--- src/rtl/counter_scheduler.sv ---
// counter_scheduler: round-robin sharing of one W-bit up-counter among N_REQ requesters.
// Optional COUNTER_SCHED_STATS_EN adds run_cnt, the number of completed runs.
module counter_scheduler #(
    parameter int N_REQ = 4,
    parameter int W     = 4
) (
    input  logic               clock,
    input  logic               clear,
    input  logic [N_REQ-1:0]   req,
    input  logic [N_REQ*W-1:0] len,
    output logic [N_REQ-1:0]   grant,
    output logic [N_REQ-1:0]   done,
    output logic [W-1:0]       q,
    output logic               busy
`ifdef COUNTER_SCHED_STATS_EN
    ,
    output logic [7:0]         run_cnt
`endif
);
    localparam int PW = $clog2(N_REQ);
    typedef enum logic [1:0] {IDLE, COUNT, DONE} state_t;
    state_t           r_state, w_state;
    logic [N_REQ-1:0] r_grant, w_grant, r_done, w_done;
    logic [W-1:0]     r_q, w_q, r_tgt, w_tgt;
    logic [PW-1:0]    r_ptr, w_ptr, w_sel, w_idx;
    logic             w_any, w_own;
    // Scan downward so the lowest offset from the pointer wins.
    always_comb begin
        w_any = 1'b0;
        w_sel = '0;
        w_idx = '0;
        for (int k = N_REQ - 1; k >= 0; k--) begin
            w_idx = PW'((int'(r_ptr) + k) % N_REQ);
            if (req[w_idx]) begin
                w_any = 1'b1;
                w_sel = w_idx;
            end
        end
    end
    assign w_own = |(req & r_grant);
    always_comb begin
        w_state = r_state;
        w_grant = r_grant;
        w_done  = '0;
        w_q     = r_q;
        w_tgt   = r_tgt;
        w_ptr   = r_ptr;
        case (r_state)
            IDLE: begin
                w_grant = '0;
                w_q     = '0;
                if (w_any) begin
                    w_grant = N_REQ'(1) << w_sel;
                    w_tgt   = len[int'(w_sel)*W +: W];
                    w_ptr   = (w_sel == PW'(N_REQ - 1)) ? '0 : w_sel + 1'b1;
                    w_state = COUNT;
                end
            end
            COUNT: begin
                if (!w_own) begin
                    w_state = IDLE;
                    w_grant = '0;
                    w_q     = '0;
                end else if (r_q == r_tgt) begin
                    w_state = DONE;
                    w_done  = r_grant;
                end else begin
                    w_q = r_q + 1'b1;
                end
            end
            default: begin
                w_state = IDLE;
                w_grant = '0;
                w_q     = '0;
            end
        endcase
    end
    always_ff @(posedge clock) begin
        if (clear) begin
            r_state <= IDLE;
            r_grant <= '0;
            r_done  <= '0;
            r_q     <= '0;
            r_tgt   <= '0;
            r_ptr   <= '0;
        end else begin
            r_state <= w_state;
            r_grant <= w_grant;
            r_done  <= w_done;
            r_q     <= w_q;
            r_tgt   <= w_tgt;
            r_ptr   <= w_ptr;
        end
    end
    assign grant = r_grant;
    assign done  = r_done;
    assign q     = r_q;
    assign busy  = (r_state != IDLE);
`ifdef COUNTER_SCHED_STATS_EN
    logic [7:0] r_run_cnt;
    always_ff @(posedge clock) begin
        if (clear)
            r_run_cnt <= '0;
        else if (r_state == COUNT && w_state == DONE)
            r_run_cnt <= r_run_cnt + 8'd1;
    end
    assign run_cnt = r_run_cnt;
`endif
endmodule
--- config.mk ---
export PLATFORM = sky130hd
export DESIGN_NAME = counter_scheduler
export DESIGN_NICKNAME = d
export VERILOG_FILES = /design/src/rtl/counter_scheduler.sv
export SDC_FILE = /design/constraint.sdc
export NUM_CORES = 1
export LEC_CHECK = 0
export BUFFER_PORTS_ARGS = -buffer_cell sky130_fd_sc_hd__buf_2
export CORE_ASPECT_RATIO = 0.75
export CORE_MARGIN = 1.5
export CORE_UTILIZATION = 43
export CTS_CLUSTER_DIAMETER = 40
export CTS_CLUSTER_SIZE = 28
export DETAILED_ROUTE_END_ITERATION = 10
export PLACE_DENSITY = 0.74
export SYNTH_ARGS = -nofsm -noshare
export SYNTH_HDL_FRONTEND = slang
export SYNTH_SLANG_ARGS = --single-unit
--- constraint.sdc ---
create_clock -name clock -period 1.4 [get_ports clock]
set_input_delay 0.28 -clock clock [delete_from_list [all_inputs] [get_ports clock]]
set_output_delay 0.28 -clock clock [all_outputs]
set_load 0.01 [all_outputs]
## Word-level counts from Yosys, hierarchy flattened

Cells that the tools add are included.

- Bitwise gates (word level): 4
- Order comparisons: 4
- Reductions and logical operators: 7
- Add/subtract/negate cells: 5
- Shift operators: 2
- Eq/ne operators: 6
- Mux-type cells: 24

Operator list:

| cell | count |
|---|---|
| $mux 2 | 8 |
| $shiftx 16x5->4 | 1 |
| $lt 2x3->1 const B | 4 |
| $bmux 1 s2 | 4 |
| $mux 1 | 8 |
| $mux 4 | 2 |
| $pmux 4 s2 | 1 |
| $reduce_or 4->1 | 2 |
| $add 2x1->2 const B | 2 |
| $add 2x2->2 const B | 2 |
| $add 4x1->4 const B | 1 |
| $and 4x4->4 | 1 |
| $eq 4x4->1 | 1 |
| $ne 2x2->1 const B | 2 |
| $pmux 2 s2 | 1 |
| $reduce_and 2->1 | 2 |
| $shl 1x2->4 const A | 1 |
| $ne 3x3->1 const B | 1 |
| $not 1->1 | 3 |
| $reduce_or 3->1 | 1 |
| $eq 2x1->1 const B | 1 |
| $eq 2x2->1 const B | 1 |
| $logic_not 2->1 | 1 |
| $reduce_bool 2->1 | 1 |

- Bits of input ports: 22
- Output and inout port bits: 13
- Logic and storage cells: 58
- Register bits after elaboration: 20

## Depth between registers and ports, before layout

- Depth after elaboration: 10
- Gate-level depth with buffers: 8
- Depth with buffers taken out: 7

## Worst setup path before layout

Ideal clock, no wire load.

- Path type: reg-to-reg
- From: reg r_ptr[0]
- To: reg r_ptr[1]
- Data required time: 1286 ps
- Setup time: 114 ps
- Path slack: -129 ps
- Arrival: 1415 ps
- Buffers on the path: 1
- Stages on the path, launching flop included: 9
- Period minus slack after synthesis: 1529 ps
- Cell sequence: dfxtp_1 nand2b_1 a21oi_1 a211o_4 buf_8 inv_1 ha_1 mux2i_1 nor2_1

- Longest elaborated chain between the ends: 9
- Elaborated cells on any way between the ends: 23
- Those cells by class: add/sub: 4; eq/ne: 1; mux: 17; reduce/logical: 1

Ends and longest elaborated chain:

| element | RTL line | RTL |
|---|---|---|
| from (decl) | 25 | `logic [PW-1:0] r_ptr, w_ptr, w_sel, w_idx;` |
| from (signal assigned) | 92 | `r_ptr <= w_ptr;` |
| $add 2x2->2 | 33 | `w_idx = PW'((int'(r_ptr) + k) % N_REQ);` |
| $bmux 1 s2 | 34 | `if (req[w_idx]) begin` |
| $mux 1 (implied by the code) | 34 |  |
| $mux 2 (4 in series) | 34 |  |
| $add 2x1->2 or $eq 2x2->1 (tied branches) | 55 | `w_ptr = (w_sel == PW'(N_REQ - 1)) ? '0 : w_sel + 1'b1;` |
| $mux 2 | 55 |  |

Several ways; a longest one is shown, not always the timed one. The select of a mux whose other input is x is not followed.
A chain may end at the register's enable or synchronous reset.

## Final worst setup path

Same ends and word-level chain as after synthesis.

==> qor.yml <==
routing:
  vias: 907
  drt_first_pass_iters: 4
  top_layer: "met4"
  drtIter0Drc: 25
  ant_nets: 0
  met2WireLength_um: 1100
  finalWirelength_um: 2340
  via_per_inst: 5.21
  drcViolationCount: 0
  wl_met3_um: 192
  routedWlPerCell_um: 13.4
  m1WireLength_um: 1030
power_and_ir_drop:
  p_int_mw: 1.26
  p_per_area_nw_per_um2: 1290
  switching_power_mw: 0.521
  finalPower_mw: 1.78
  p_leak_nw: 0.672
  comb_power_share_pct: 34.8
  clkPwrFrac_pct: 26.7
  peakVddDrop_v: 0.000894
  p_seq_share_pct: 38.5
  switching_share_pct: 29.3
critical_path:
  critPathMaxFanout: 5
  crit_required_ns: 1.60
  rr_startpoint: "r_ptr[0]"
  crit_chain: "nand2b_4 -> a21oi_2 -> a211o_4 -> inv_2 -> ha_4 -> mux2i_1 -> nor2_1"
  r2r_cells: 7
  startpoint_type: "flip-flop"
  rrSetupSlack_ns: -0.07
  end_kind: "flip-flop"
  cp_slowest_cell: "dfxtp_2"
  criticalPathCategory: "flip-flop to flip-flop"
  worst-path-buf-inv: 1
  r2r-end: "r_ptr[1]"
  critPathMaxStageDelay_ns: 0.39
  crit_cells: 7
  arrival_ns: 1.68
  cp_top_family: "flip-flops"
clock_network:
  clk_pin_slew_ns: 0.11
  cts_hold_buf: 0
  cts_buffers: 3
  cts_tree: "yes"
  clk_path_buf_depth: 2
  htree_num_levels: 1
  clockRootBuffer: "clkbuf_4"
  cts.sinks: 20
  insertion_delay_ns: 0.31
layout:
  area_growth_pct: 43.9
  fin_util_pct: 67.5
  final_nets: 175
  nFillCells: 157
  drive_gt1_share_pct: 45.3
  antenna-diode-count: 0
timing:
  maxClockFrequency_mhz: 678
  finClkSkew_ns: 0.00864
  finalWorstSetupSlack_ns: -0.0741
  hold_ws_ns: 0.245
  slew_violations: 0
  tightest_slew_ns: 0.198
  hold_viol_final: 0
  setup_violations: 5
  max_slew_margin_pct: 86.7
  rsz0062_at_grt: "true"
  timing.final.crit_share_pct: 105
  fin_crit_ns: 1.47
die:
  die_w_um: 57.6
  initial_core_util_pct: 46.9
  die_h_um: 43.9
  fp.coreArea_um2: 2050
  dieArea_um2: 2530
  pin_count: 35
  std_cell_rows: 14
logic_synthesis:
  syn_area_per_cell_um2: 9.81
  netlist_instances: 98
  netlist_area_um2: 961
  synth_area_leaders: "dfxtp_1, mux2i_1, xnor2_1, nor2_1, o221ai_1"
  async_flop_share_pct: 0
  ys_seq_elements: 20
  yosysMostFrequentCell: "dfxtp_1"
  synth_warnings: 0
  yosysSeqAreaShare_pct: 41.7
  synth_edf_count: 0
  yosysTopAreaCellShare_pct: 41.7
  ys.flop_type: "dfxtp_1"
  synth_commonest_cells: "dfxtp_1, mux2i_1, nor2_1"
  synth_nets: 122
  synth_cell_types: 31
  yosysTopAreaCell: "dfxtp_1"
run_status:
  outcome: "finished, violations left"
  violations: "negative setup slack"
global_routing:
  grt_pass1_vias: 879
  grt_max_degree: 13
  overflow: 0
  antenna_found_initial: 0
  track_usage_pct: 20.3
  grt_pass1_wl_um: 3850
run:
  drv_cap: 0
placed_design:
  gp_congestion: 0.855
  dp_hpwl_um: 1740
  io_buffers: 34
min_path:
  hp-class: "input pin to flip-flop"
  hp-start: "clear"
  min_to: "r_ptr[1]"
  min_delay_path_depth: 2
-- worst max-delay path by stage --
stage	slack [ns]	endpoint	startpoint
floorplan	-0.04	r_ptr[1]	req[0]
global placement	-0.12	r_ptr[1]	req[0]
detailed placement	-0.24	r_ptr[1]	req[0]
CTS	-0.06	r_tgt[0]	r_ptr[0]
global route	-0.13	r_tgt[0]	r_ptr[0]
finish	-0.07	r_ptr[1]	r_ptr[0]
-- cell usage in the layout, fill, tap and decap left out, types with 2 or more instances in the layout --
cell,n
and2_1,4
nand2_1,6
xor2_1,2
clkbuf_4,3
xnor2_1,5
nand4_1,2
nor2_1,9
nand3b_1,4
mux2i_1,10
a22oi_1,2
nor2_4,2
dfxtp_2,2
dfxtp_1,18
buf_2,34
buf_4,14
a21oi_2,2
inv_1,3
nand2b_4,2
o221ai_1,4
-- timing repair --
item	4_1_cts	5_1_grt
setup buffers	3	1
pin swaps	2	1
gates resized for setup	3	6
endpoints found under the setup margin	7	14
-- layer usage --
| metal | vias up | track usage [%] |
|---|---|---|
| li1 | 455 | - |
| met1 | 405 | 23.1 |
| met2 | 45 | 36.1 |
| met3 | 2 | 7.16 |
| met4 | 0 | 6.05 |
| met5 | - | 0 |
-- area by class of cell --
class | count | area (µm²) | share of cell area, %
Multi-Input combinational cell | 72 | 576 | 41.6
Clock inverter | 1 | 30.0 | 2.17
Tap cell | 24 | 30.0 | 2.17
Clock buffer | 3 | 22.5 | 1.63
Sequential cell | 20 | 403 | 29.1
Timing Repair Buffer | 50 | 307 | 22.2
Inverter | 4 | 15.0 | 1.09
-- per-stage QoR --
step | cells | TNS [ns] | setup slack [ns] | area, µm²
5_1_grt | 174 | -0.539 | -0.127 | 1380
6_report | 174 | -0.287 | -0.0741 | 1380
2_1_floorplan | 98 | -0.0417 | -0.0417 | 991
3_5_place_dp | 166 | -1.30 | -0.241 | 1270
3_3_place_gp | 166 | -0.696 | -0.124 | 1270
4_1_cts | 173 | -0.153 | -0.0551 | 1360
-- cells by family after synthesis --
logic type      share of synthesized area [%]
buf+inv                                  4.30
flops                                    41.7
simple gates                             19.7
fa+ha+maj                                2.60
xor+xnor                                 6.38
mux                                      11.5
compound gates                           13.9
-- state kept, by name (all words and copies together), names as in the netlist --
register  count
r_state       2
q             4
r_ptr         2
done          4
grant         4
r_tgt         4
-- worst reg2reg max path, stage by stage, from the launching register on --
cell and delay, ns:
dfxtp_2 0.39, nand2b_4 0.15, a21oi_2 0.06, a211o_4 0.31, inv_2 0.08, ha_4 0.19, mux2i_1 0.14, nor2_1 0.06
-- power by group through the flow --
stage | Clock, mW | Sequential, mW | Combinational [mW]
finish | 0.474 | 0.685 | 0.619
global route | 0.510 | 0.691 | 0.668
CTS | 0.486 | 0.683 | 0.571
detailed placement | 0 | 0.693 | 0.534
global placement | 0 | 0.692 | 0.514
floorplan | 0 | 0.689 | 0.347
(Power assumes the default switching activity.)
